`config.mk`:
```
export PLATFORM = sky130hd
export DESIGN_NAME = bomb_scheduler
export DESIGN_NICKNAME = d
export VERILOG_FILES = /design/src/rtl/bomb_pkg.sv /design/src/rtl/bomb_slot.sv /design/src/rtl/bomb_scheduler.sv
export SDC_FILE = /design/constraint.sdc
export NUM_CORES = 1
export LEC_CHECK = 0
export CAP_MARGIN = 15
export CORE_ASPECT_RATIO = 1.25
export CORE_MARGIN = 2
export CORE_UTILIZATION = 56
export DETAILED_ROUTE_END_ITERATION = 8
export PLACE_DENSITY = 0.76
export SETUP_SLACK_MARGIN = 0.3
export SLEW_MARGIN = 20
export SYNTH_ARGS = -nofsm -noshare
export SYNTH_HDL_FRONTEND = slang
export SYNTH_HIERARCHICAL = 1
export SYNTH_SLANG_ARGS = --single-unit
```
`constraint.sdc`:
```
create_clock -name clk -period 11.1 [get_ports clk]
set_input_delay 1.665 -clock clk [delete_from_list [all_inputs] [get_ports clk]]
set_output_delay 1.665 -clock clk [all_outputs]
set_load 0.005 [all_outputs]
```
`src/rtl/bomb_pkg.sv`:
```
// rtl/bomb_pkg.sv - shared types, encodings and blast geometry for the bomb scheduler
package bomb_pkg;

   typedef logic [2:0] coord_t;

   typedef enum logic [1:0] {
      SLOT_IDLE    = 2'd0,
      SLOT_ARMED   = 2'd1,
      SLOT_EXPLODE = 2'd2
   } slot_state_t;

   localparam logic [1:0] WIN_NONE = 2'b00;
   localparam logic [1:0] WIN_A    = 2'b01;
   localparam logic [1:0] WIN_B    = 2'b10;
   localparam logic [1:0] WIN_DRAW = 2'b11;

   // Unsigned distances on the 8x8 grid, so the arms clip at the edges instead of wrapping.
   function automatic logic in_cross(input coord_t bx, input coord_t by,
                                     input coord_t px, input coord_t py,
                                     input coord_t rad);
      coord_t dx;
      coord_t dy;
      dx = (bx > px) ? bx - px : px - bx;
      dy = (by > py) ? by - py : py - by;
      return ((by == py) && (dx <= rad)) || ((bx == px) && (dy <= rad));
   endfunction

   function automatic logic [1:0] sat_sub(input logic [1:0] h, input logic [1:0] d);
      return (h > d) ? h - d : 2'd0;
   endfunction

endpackage

```
`src/rtl/bomb_slot.sv`:
```
// rtl/bomb_slot.sv - one bomb slot: idle/armed/exploding FSM, cycle counter, latched cell
module bomb_slot
   import bomb_pkg::*;
#(
   parameter int BOMB_PERIOD  = 100000,
   parameter int FUSE_PERIODS = 2
) (
   input  logic        clk,
   input  logic        rst,
   input  logic        load,
   input  logic        chain_trigger,
   input  logic        force_idle,
   input  coord_t      load_x,
   input  coord_t      load_y,
   output slot_state_t state,
   output coord_t      x,
   output coord_t      y,
   output logic        fire,
   output logic        first_blast
);

   localparam int FUSE_CYCLES = FUSE_PERIODS * BOMB_PERIOD;
   localparam int CW = $clog2(FUSE_CYCLES + 1);
   localparam logic [CW-1:0] FUSE_LAST  = CW'(FUSE_CYCLES - 1);
   localparam logic [CW-1:0] BLAST_LAST = CW'(BOMB_PERIOD - 1);

   logic [CW-1:0] cnt;

   // fire marks the edge that enters EXPLODE; the top applies damage on that same edge.
   assign fire        = (state == SLOT_ARMED) && !force_idle && ((cnt == FUSE_LAST) || chain_trigger);
   assign first_blast = (state == SLOT_EXPLODE) && (cnt == '0);

   always_ff @(posedge clk or posedge rst) begin
      if (rst) begin
         state <= SLOT_IDLE;
         cnt   <= '0;
         x     <= '0;
         y     <= '0;
      end else if (force_idle) begin
         state <= SLOT_IDLE;
         cnt   <= '0;
      end else begin
         case (state)
            SLOT_IDLE: begin
               if (load) begin
                  state <= SLOT_ARMED;
                  cnt   <= '0;
                  x     <= load_x;
                  y     <= load_y;
               end
            end
            SLOT_ARMED: begin
               if (fire) begin
                  state <= SLOT_EXPLODE;
                  cnt   <= '0;
               end else begin
                  cnt <= cnt + CW'(1);
               end
            end
            SLOT_EXPLODE: begin
               if (cnt == BLAST_LAST) begin
                  state <= SLOT_IDLE;
                  cnt   <= '0;
               end else begin
                  cnt <= cnt + CW'(1);
               end
            end
            default: begin
               state <= SLOT_IDLE;
               cnt   <= '0;
            end
         endcase
      end
   end

endmodule

```
`src/rtl/bomb_scheduler.sv`:
```
// rtl/bomb_scheduler.sv - drop arbitration, chain triggering, blast damage and game-over for two players
module bomb_scheduler
   import bomb_pkg::*;
#(
   parameter int BOMB_PERIOD  = 100000,
   parameter int FUSE_PERIODS = 2,
   parameter int RADIUS       = 1,
   parameter int HEALTH_INIT  = 3
) (
   input  logic       clk,
   input  logic       rst,
   input  logic       drop_a,
   input  logic       drop_b,
   input  logic [2:0] pos_ax,
   input  logic [2:0] pos_ay,
   input  logic [2:0] pos_bx,
   input  logic [2:0] pos_by,
   output logic [1:0] bomb_state_a,
   output logic [1:0] bomb_state_b,
   output logic [2:0] bomb_ax,
   output logic [2:0] bomb_ay,
   output logic [2:0] bomb_bx,
   output logic [2:0] bomb_by,
   output logic [1:0] health_a,
   output logic [1:0] health_b,
   output logic       game_over,
   output logic [1:0] winner
);

   localparam coord_t     RAD = coord_t'(RADIUS);
   localparam logic [1:0] H0  = 2'(HEALTH_INIT);

   slot_state_t state_a, state_b;
   logic        fire_a, fire_b, first_a, first_b;
   logic        ok_a, ok_b, collide, load_a, load_b, chain_a, chain_b;
   logic        prio_b;
   logic [1:0]  dmg_a, dmg_b, next_a, next_b;

   assign ok_a = drop_a && (state_a == SLOT_IDLE) && !game_over &&
                 !((state_b != SLOT_IDLE) && (pos_ax == bomb_bx) && (pos_ay == bomb_by));
   assign ok_b = drop_b && (state_b == SLOT_IDLE) && !game_over &&
                 !((state_a != SLOT_IDLE) && (pos_bx == bomb_ax) && (pos_by == bomb_ay));

   // prio_b low means A owns the tie-break for a same-cell simultaneous drop.
   assign collide = ok_a && ok_b && (pos_ax == pos_bx) && (pos_ay == pos_by);
   assign load_a  = ok_a && !(collide && prio_b);
   assign load_b  = ok_b && !(collide && !prio_b);

   assign chain_a = (state_a == SLOT_ARMED) && first_b && in_cross(bomb_bx, bomb_by, bomb_ax, bomb_ay, RAD);
   assign chain_b = (state_b == SLOT_ARMED) && first_a && in_cross(bomb_ax, bomb_ay, bomb_bx, bomb_by, RAD);

   assign dmg_a = {1'b0, fire_a && in_cross(bomb_ax, bomb_ay, pos_ax, pos_ay, RAD)} +
                  {1'b0, fire_b && in_cross(bomb_bx, bomb_by, pos_ax, pos_ay, RAD)};
   assign dmg_b = {1'b0, fire_a && in_cross(bomb_ax, bomb_ay, pos_bx, pos_by, RAD)} +
                  {1'b0, fire_b && in_cross(bomb_bx, bomb_by, pos_bx, pos_by, RAD)};
   assign next_a = sat_sub(health_a, dmg_a);
   assign next_b = sat_sub(health_b, dmg_b);

   bomb_slot #(.BOMB_PERIOD(BOMB_PERIOD), .FUSE_PERIODS(FUSE_PERIODS)) u_slot_a (
      .clk(clk), .rst(rst), .load(load_a), .chain_trigger(chain_a), .force_idle(game_over),
      .load_x(pos_ax), .load_y(pos_ay), .state(state_a), .x(bomb_ax), .y(bomb_ay),
      .fire(fire_a), .first_blast(first_a)
   );

   bomb_slot #(.BOMB_PERIOD(BOMB_PERIOD), .FUSE_PERIODS(FUSE_PERIODS)) u_slot_b (
      .clk(clk), .rst(rst), .load(load_b), .chain_trigger(chain_b), .force_idle(game_over),
      .load_x(pos_bx), .load_y(pos_by), .state(state_b), .x(bomb_bx), .y(bomb_by),
      .fire(fire_b), .first_blast(first_b)
   );

   assign bomb_state_a = state_a;
   assign bomb_state_b = state_b;

   always_ff @(posedge clk or posedge rst) begin
      if (rst) begin
         health_a  <= H0;
         health_b  <= H0;
         game_over <= 1'b0;
         winner    <= WIN_NONE;
         prio_b    <= 1'b0;
      end else begin
         if (collide)
            prio_b <= !prio_b;
         if (!game_over) begin
            health_a <= next_a;
            health_b <= next_b;
            if ((next_a == 2'd0) || (next_b == 2'd0)) begin
               game_over <= 1'b1;
               if ((next_a == 2'd0) && (next_b == 2'd0))
                  winner <= WIN_DRAW;
               else if (next_a == 2'd0)
                  winner <= WIN_B;
               else
                  winner <= WIN_A;
            end
         end
      end
   end

endmodule

```
==> flow_summary_export.csv, run 1 <==
group,metric,value,unit
global_route,grt_pass1_vias,5153,
route,avgRoutedWirePerCell,18.5,um
floorplan,floorplan.die_area,0.0113,sq mm
timing,grt_setup_unrepaired,"no",
clocking,post-cts-setup-buffers,0,
global_route,grt_max_degree,27,
clocking,clkSinkCount,60,
power_and_ir_drop,irDropWorstVdd,0.0789,mV
timing,maxSlewHeadroom,36.8,%
clocking,cts_root_buf,"clkbuf_16",
power_and_ir_drop,powerDensity,148,mW/mm^2
timing,maxSlewViolCount,0,
layout,layout_common_cells,"nand2_1, inv_1, ha_1",
setup_path,required,11.30,ns
synth,synth_cells,663,
global_route,antenna_found_initial,0,
layout,fillers,828,
floorplan,num_rows,41,
job,maxCapViolations,0,
timing,post-route-period-util,47.4,%
layout,final_common_cell,"nand2_1",
floorplan,coreArea,0.0101,sq mm
power_and_ir_drop,comb_power_share,44.5,%
layout,nets,794,
setup_path,crit_path_start_kind,"flip-flop",
clocking,clk_latency,0.33,ns
synth,synthesis.area,0.00584,sq mm
layout,multiInputGateArea,0.00397,sq mm
clocking,cts_made_buffers,9,
timing,min_period,5.26,ns
placement,hpwl,11200,um
timing,fmax,190,MHz
synth,synthFlopType,"dfrtp_1",
power_and_ir_drop,internal_power,604,uW
placement,io_buffer_count,38,
clocking,ctsResizeCount,0,
route,drt_first_iter_violations,307,
power_and_ir_drop,power_frac_clock,26.1,%
synth,synth_seq_cells,60,
clocking,clkTransAtPathRegs,0.05,ns
layout,seq_area,0.00151,sq mm
synth,yosysWarningCount,6,
synth,ys_seq_area_share,25.8,%
route,drc,0,
synth,synth_nets,761,
setup_path,cp_max_fo,9,
global_route,grt_overflow,0,
layout,stdcell_count,830,
clocking,ctsHoldBuffers,0,
layout,fin_area,0.00657,sq mm
route,viasPerCell,6.30,
placement,place.gp.congestion,0.920,
setup_path,critical_path_class,"flip-flop to flip-flop",
global_route,grt_usage,28.5,%
power_and_ir_drop,p_sw_share,37.8,%
worst_hold_path,hold_class,"flip-flop to flip-flop",
power_and_ir_drop,p_leak,2.80,nW
synth,ys_types,63,
route,wirelength,15300,um
timing,finalSetupViolations,0,
floorplan,chipHeight,118,um
global_route,grt_pass1_wl,25300,um
setup_path,end_kind,"flip-flop",
power_and_ir_drop,switchingPower,367,uW
synth,synth-edff-count,0,
floorplan,ioPinCount,39,
route,first_pass_iters,5,
placement,placed_area,0.00631,sq mm
power_and_ir_drop,pwr-share-seq,29.4,%
synth,syn_avg_cell_area,8.81,sq um
layout,n_antenna_cell,0,
floorplan,die_x,95.3,um
placement,place_inst,814,
layout,drive_gt1_share,8.27,%
clocking,cts_max_level,3,
timing,hold_viol,0,
timing,setup_tns,0,ns
route,vias,5233,
run_status,outcome,"complete, no violations",
synth,ys_async_sr_fraction,100,%
route,ant_nets,0,
timing,tightest_slew,0.945,ns
clocking,cts_buffer_depth,2,
floorplan,start_util,57.8,%
setup_path,crit_arrival,5.47,ns
clocking,cts_tree,"yes",
layout,area_growth,12.6,%
timing,finClkSkew,0.00437,ns
-- worst max-delay path, cell delays in order, from the launching register on --
cell,delay (ns)
dfrtp_1,0.60
inv_1,0.26
fa_1,0.48
xor2_1,0.16
nor2_2,0.13
a2111oi_0,0.08
nor4bb_1,0.26
o21a_1,0.20
a21oi_1,0.06
nor3b_1,0.74
nand4_1,0.35
o22ai_1,0.29
ha_1,0.17
ha_1,0.15
inv_1,0.05
fa_1,0.51
inv_1,0.05
o21ai_1,0.16
nand2_1,0.07
or3_1,0.35
-- Yosys cell counts (all sizes together), types with 9 or more instances --
master,n,share of area (%)
nand2,75,4.8
inv,66,4.2
ha,60,13
dfrtp,56,24
o21ai,36,3.1
nand3,31,2.8
nor2,27,2.0
xor2,24,3.6
fa,22,7.5
nor3,18,1.6
a21oi,17,1.5
mux2,16,3.1
o22ai,15,1.6
o211ai,14,1.8
clkbuf,12,0.77
nand4,12,1.3
nor4,12,1.4
buf,10,1.4
o311ai,10,1.5
nand3b,9,1.2
o21a,9,1.2
-- stage by stage --
stage | hold slack (ns) | setup WS [ns] | total power, mW | util [%]
5_1_grt | 0.510 | 5.45 | 1.04 | 65.0
3_5_place_dp | 0.469 | 5.58 | 0.712 | 62.4
4_1_cts | 0.490 | 5.87 | 0.972 | 65.0
3_3_place_gp | 0.470 | 5.70 | 0.693 | 62.4
6_report | 0.489 | 5.84 | 0.971 | 65.0
2_1_floorplan | 0.474 | 6.67 | 0.574 | -
-- area by class of cell --
| type | count | area share, % |
|---|---|---|
| Multi-Input combinational cell | 515 | 60.4 |
| Sequential cell | 60 | 22.9 |
| Timing Repair Buffer | 44 | 6.47 |
| Clock buffer | 13 | 3.81 |
| Inverter | 66 | 3.77 |
| Tap cell | 129 | 2.46 |
| Clock inverter | 3 | 0.228 |
-- power by group through the flow --
stage,Combinational [mW],Sequential (mW),Clock [mW]
after detailed placement,0.422,0.289,0
after global routing,0.481,0.290,0.269
final,0.432,0.286,0.254
after floorplan,0.296,0.278,0
after global placement,0.405,0.288,0
after CTS,0.428,0.286,0.258
-- final timing paths --
path                               startpoint         endpoint  slack [ns]  cells past startpoint
worst min register to register      winner[0]        winner[0]        0.49                      1
worst max register to register  u_slot_a/x[1]        game_over        5.84                     19
worst min-delay path                winner[0]        winner[0]        0.49                      1
max in group asynchronous                 rst  u_slot_a/cnt[7]        8.91                      2
min in group asynchronous                 rst        winner[1]        1.71                      2
worst max-delay path            u_slot_a/x[1]        game_over        5.84                     19
-- cell families after synthesis --
logic type | synth area share, %
xor gates and xnor gates | 4.05
AOI/OAI and AO/OA | 16.7
DFF | 25.8
adders and majority gates | 20.4
buffers and inverters | 6.41
muxes | 3.77
and+or+nand+nor | 22.9
-- state kept, by name, indices dropped and copies added, names as in the netlist --
name and count:
health_a 2, game_over 1, u_slot_b/cnt 18, winner 2, u_slot_a/x 3, u_slot_a/cnt 18
u_slot_b/y 3, health_b 2, u_slot_a/y 3, u_slot_b/x 3, prio_b 1, u_slot_a/state 2
u_slot_b/state 2
-- metal layers --
| layer | track usage, % | routed length [um] |
|---|---|---|
| met4 | 14.9 | 705 |
| met5 | 0 | 0 |
| met2 | 47.3 | 7560 |
| met1 | 34.5 | 6220 |
| met3 | 5.10 | 825 |
Note: power is estimated with default switching activity, not from simulation.
==> run 2: changes to the inputs <==
==> constraint.sdc (replaced) <==
create_clock -name clk -period 5.2 [get_ports clk]
set_input_delay 0.78 -clock clk [delete_from_list [all_inputs] [get_ports clk]]
set_output_delay 0.78 -clock clk [all_outputs]
set_load 0.005 [all_outputs]
==> run 2 against run 1 <==
  * Core utilization rose by 1.1 points
  * Clock skew grew 0.0042 ns
  * Global-route usage is 0.84 points lower
  * Non-clock buffer count grew 3
  * Flip-flop and latch count did not move
  * Largest cell class unchanged
==> flow_summary_export.csv, run 2 (synthesis gave the netlist of run 1 again) <==
group,metric,value,unit
run_status,outcome,"complete, no violations",
global_route,grt_usage,27.6,%
layout,stdcell_count,833,
layout,largestRegisters,"u_slot_a/cnt: 18 flops, u_slot_b/cnt: 18 flops",
power_and_ir_drop,comb_power_share,42.0,%
setup_path,cp_slowest_cell,"fa_1",
setup_path,crit_buf_inv,6,
floorplan,die_x,95.3,um
setup_path,crit_path_start_kind,"flip-flop",
clocking,cts_max_level,3,
placement,place.gp.congestion,0.968,
job,maxCapViolations,0,
timing,grt_setup_unrepaired,"no",
setup_path,required,5.41,ns
timing,finClkSkew,0.00857,ns
route,viasPerCell,6.28,
layout,layout_common_cells,"nand2_1, inv_1, ha_1",
route,drc,0,
placement,hpwl,11300,um
layout,final_common_cell,"nand2_1",
floorplan,chipHeight,118,um
setup_path,cpPeakStageDelay,0.50,ns
route,vias,5231,
clocking,cts_buffer_depth,2,
placement,pre_cts_slack,0.127,ns
power_and_ir_drop,irDropWorstVdd,0.186,mV
timing,post-route-period-util,88.3,%
floorplan,floorplan.die_area,0.0113,sq mm
route,drt_first_iter_violations,322,
global_route,antenna_found_initial,0,
timing,hold_ws,0.476,ns
power_and_ir_drop,power_frac_clock,30.7,%
clocking,cts_made_buffers,9,
setup_path,crit_chain,"inv_1 -> ha_1 -> inv_1 -> fa_1 -> inv_1 -> a2111oi_0 -> nor4bb_1 -> o21a_1 -> a21oi_1 -> nor3b_2 -> buf_4 -> nand4_1 -> o22ai_1 -> ha_1 -> ha_1 -> inv_1 -> fa_1 -> inv_1 -> o21ai_1 -> nand2_1 -> or3_1",
layout,nets,797,
timing,maxSlewViolCount,0,
timing,setup_ws,0.611,ns
route,ant_nets,0,
placement,placed_area,0.00631,sq mm
power_and_ir_drop,powerDensity,329,mW/mm^2
timing,finalSetupViolations,0,
global_route,grt_overflow,0,
clocking,ctsHoldBuffers,0,
clocking,clkSinkCount,60,
setup_path,crit_arrival,4.79,ns
route,avgRoutedWirePerCell,18.1,um
layout,area_growth,14.4,%
layout,fin_area,0.00668,sq mm
power_and_ir_drop,internal_power,1.42,mW
timing,setup_tns,0,ns
layout,fillers,816,
clocking,cts_tree,"yes",
power_and_ir_drop,pwr-share-seq,27.3,%
timing,tightest_slew,0.779,ns
layout,seq_area,0.00151,sq mm
setup_path,crit_top_cell,"inv_1",
power_and_ir_drop,p_leak,2.85,nW
setup_path,path_delay_family,"adder cells",
setup_path,cp_max_fo,6,
layout,n_antenna_cell,0,
floorplan,ioPinCount,39,
floorplan,num_rows,41,
timing,maxSlewHeadroom,48.1,%
global_route,grt_max_degree,27,
power_and_ir_drop,p_sw_share,35.5,%
floorplan,coreArea,0.0101,sq mm
setup_path,critical_path_class,"flip-flop to flip-flop",
global_route,grt_pass1_vias,5167,
placement,io_buffer_count,38,
route,first_pass_iters,5,
floorplan,start_util,57.8,%
power_and_ir_drop,switchingPower,780,uW
timing,fmax,218,MHz
clocking,clk_latency,0.33,ns
placement,place_inst,814,
layout,multiInputGateArea,0.00398,sq mm
clocking,cts_root_buf,"clkbuf_16",
timing,hold_viol,0,
setup_path,end_kind,"flip-flop",
layout,drive_gt1_share,9.94,%
worst_hold_path,hold_class,"flip-flop to flip-flop",
clocking,clkTransAtPathRegs,0.06,ns
global_route,grt_pass1_wl,24600,um
timing,min_period,4.59,ns
route,wirelength,15100,um
[run 2: final timing paths]
kind	start	end	slack (ns)	cells past startpoint
max in group asynchronous	rst	u_slot_b/y[1]	3.80	2
min in group asynchronous	rst	prio_b	0.83	2
min reg2reg	winner[0]	winner[0]	0.48	1
max reg2reg	u_slot_b/y[0]	game_over	0.61	21
min	winner[0]	winner[0]	0.48	1
max	u_slot_b/y[0]	game_over	0.61	21
[run 2: area by class of cell]
cell class	count	area share, %
timing repair buffer	47	6.70
clock buffer	12	3.99
inverter	66	3.71
multi-input combinational	515	59.5
tap	129	2.42
clock inverter	4	1.05
sequential	60	22.6
[run 2: stage by stage]
| stage | power [mW] | util, % |
|---|---|---|
| floorplan | 1.23 | - |
| global placement | 1.48 | 62.4 |
| detailed placement | 1.52 | 62.4 |
| CTS | 2.20 | 65.8 |
| global route | 2.35 | 66.1 |
| finish | 2.20 | 66.1 |
[run 2: timing repair]
item | in CTS | in global routing
setup buffers | 0 | 3
gates resized for setup | 1 | 4
pin swaps | 0 | 2
endpoints found under the hold margin | 0 | 0
setup endpoints to repair | 3 | 3
[run 2: power groups by stage]
stage	Sequential [mW]	Combinational [mW]	Clock [mW]
after CTS	0.598	0.920	0.685
after global placement	0.604	0.877	0
after global routing	0.610	1.03	0.709
final	0.601	0.922	0.675
after detailed placement	0.606	0.911	0
after floorplan	0.594	0.631	0
[run 2: metal layers]
layer | up-vias | wire length, um | part of all wire, % | global-route usage (%)
li1 | 2480 | - | - | -
met4 | 0 | 566 | 3.7 | 13.4
met3 | 39 | 765 | 5.1 | 4.14
met1 | 2526 | 5950 | 39 | 32.3
met2 | 186 | 7820 | 52 | 48.2
met5 | - | 0 | 0 | 0
==> run 3: changes to the inputs <==
--- a/config.mk
+++ b/config.mk
@@ -5,10 +5,10 @@
 export SDC_FILE = /design/constraint.sdc
 export NUM_CORES = 1
 export LEC_CHECK = 0
-export CAP_MARGIN = 15
 export CORE_ASPECT_RATIO = 1.25
 export CORE_MARGIN = 2
 export CORE_UTILIZATION = 56
+export CTS_BUF_LIST = sky130_fd_sc_hd__clkbuf_4 sky130_fd_sc_hd__clkbuf_8
 export DETAILED_ROUTE_END_ITERATION = 8
 export PLACE_DENSITY = 0.76
 export SETUP_SLACK_MARGIN = 0.3
==> run 3 against run 2 <==
  * Routed wire length decreased by 0.80%
  * Combinational power about the same
  * Hold slack improved by 0.0050 ns
  * Clock skew increased by 0.0048 ns
  * Die area unchanged
  * Power decreased by 7.8%
  * Global-route usage about the same
  * Sequential power about the same
  * Largest power group unchanged
  * Core utilization decreased by 1.0 points
  * Setup slack got worse by 0.017 ns
  * Fmax decreased by 0.36%
==> flow_summary_export.csv, run 3 (synthesis gave the netlist of run 1 again) <==
group,metric,value,unit
route,viasPerCell,6.27,
route,ant_nets,0,
timing,tightest_slew,0.785,ns
setup_path,cp_slowest_cell,"fa_1",
global_route,grt_overflow,0,
setup_path,crit_buf_inv,6,
layout,fin_area,0.00658,sq mm
clocking,cts_max_level,3,
route,first_pass_iters,5,
setup_path,path_delay_family,"adder cells",
layout,drive_gt1_share,9.94,%
setup_path,cpPeakStageDelay,0.51,ns
layout,stdcell_count,833,
setup_path,cp_max_fo,6,
floorplan,coreArea,0.0101,sq mm
layout,postLayoutCoreUtil,65.1,%
layout,nets,797,
route,drc,0,
route,vias,5223,
timing,min_period,4.61,ns
clocking,cts_made_buffers,9,
global_route,grt_pass1_wl,24500,um
setup_path,required,5.44,ns
setup_path,cp.depth,21,
placement,place.gp.congestion,0.968,
power_and_ir_drop,powerDensity,308,mW/mm^2
timing,hold_viol,0,
floorplan,chipHeight,118,um
layout,largestRegisters,"u_slot_a/cnt: 18 flops, u_slot_b/cnt: 18 flops",
setup_path,crit_arrival,4.85,ns
setup_path,crit_path_start_kind,"flip-flop",
floorplan,floorplan.die_area,0.0113,sq mm
worst_hold_path,hold_class,"flip-flop to flip-flop",
setup_path,crit_top_cell,"inv_1",
placement,place_inst,814,
floorplan,ioPinCount,39,
layout,layout_common_cells,"nand2_1, inv_1, ha_1",
placement,hpwl,11300,um
setup_path,end_kind,"flip-flop",
floorplan,die_x,95.3,um
setup_path,reg2reg_to,"game_over",
global_route,grt_max_degree,27,
clocking,cts_tree,"yes",
run_status,outcome,"complete, no violations",
setup_path,critical_path_class,"flip-flop to flip-flop",
timing,finalSetupViolations,0,
route,drt_first_iter_violations,325,
timing,maxSlewHeadroom,47.7,%
worst_hold_path,hold_path.startpoint,"winner[0]",
timing,setup_tns,0,ns
clocking,clkSinkCount,60,
layout,area_growth,12.7,%
floorplan,start_util,57.8,%
job,maxCapViolations,0,
setup_path,r2r_cells,21,
power_and_ir_drop,p_leak,2.80,nW
setup_path,r2r_setup_slack,0.59,ns
worst_hold_path,worst_hold_path.endpoint,"winner[0]",
route,avgRoutedWirePerCell,18.0,um
timing,grt_setup_unrepaired,"no",
global_route,grt_pass1_vias,5151,
clocking,cts_root_buf,"clkbuf_8",
clocking,cts_buffer_depth,2,
floorplan,num_rows,41,
placement,io_buffer_count,38,
route,wirelength,15000,um
setup_path,r2r-start,"u_slot_b/y[0]",
clocking,clkTransAtPathRegs,0.08,ns
layout,final_common_cell,"nand2_1",
clocking,clk_latency,0.36,ns
power_and_ir_drop,irDropWorstVdd,0.120,mV
setup_path,crit_chain,"inv_1 -> ha_1 -> inv_1 -> fa_1 -> inv_1 -> a2111oi_0 -> nor4bb_1 -> o21a_1 -> a21oi_1 -> nor3b_2 -> buf_4 -> nand4_1 -> o22ai_1 -> ha_1 -> ha_1 -> inv_1 -> fa_1 -> inv_1 -> o21ai_1 -> nand2_1 -> or3_1",
timing,maxSlewViolCount,0,
global_route,grt_usage,27.7,%
timing,fmax,217,MHz
timing,finClkSkew,0.0134,ns
placement,placed_area,0.00631,sq mm
timing,post-route-period-util,88.6,%
layout,n_antenna_cell,0,
global_route,antenna_found_initial,0,
worst_hold_path,holdPathStages,1,
## run 3: layout make-up
class,count,area [sq um]
fill,832,3530
clock inverter,4,70.1
tap,129,161
inverter,66,248
sequential,60,1510
multi-input combinational,515,3980
clock buffer,12,165
timing repair buffer,47,448
## run 3: metal layers
layer | GRT usage [%] | part of all wire (%) | up-vias | wire length, um
met4 | 12.7 | 3.4 | 0 | 510
met2 | 48.1 | 51 | 155 | 7700
li1 | - | - | 2479 | -
met1 | 32.6 | 41 | 2555 | 6100
met5 | 0 | 0 | - | 0
met3 | 4.53 | 4.5 | 34 | 676
## run 3: how the worst max path moves through the flow
stage	startpoint	to	slack, ns
after floorplan	u_slot_b/y[1]	game_over	1.11
after global placement	u_slot_a/x[1]	game_over	0.18
after detailed placement	u_slot_a/x[1]	game_over	0.13
after CTS	u_slot_b/y[1]	game_over	0.32
after global routing	u_slot_a/y[0]	game_over	0.31
final	u_slot_b/y[0]	game_over	0.59
## run 3: power breakdown
part           total [mW]  switching (mW)  internal [mW]
Clock               0.505           0.197          0.308
Combinational       0.923           0.486          0.437
Sequential          0.599          0.0770          0.522
## run 3: repair_timing
action	in CTS	in global routing
hold buffers	0	0
hold endpoints to repair	0	0
endpoints found under the setup margin	3	3
gates resized for setup	1	4
pin swaps	0	2
buffers inserted	0	3
## run 3: through the flow
stage / worst slack, ns / power (mW) / hold WS (ns)
5_1_grt: 0.313 / 2.19 / 0.516
6_report: 0.594 / 2.03 / 0.481
3_5_place_dp: 0.127 / 1.52 / 0.474
2_1_floorplan: 1.11 / 1.23 / 0.474
4_1_cts: 0.321 / 2.03 / 0.491
3_3_place_gp: 0.182 / 1.48 / 0.464
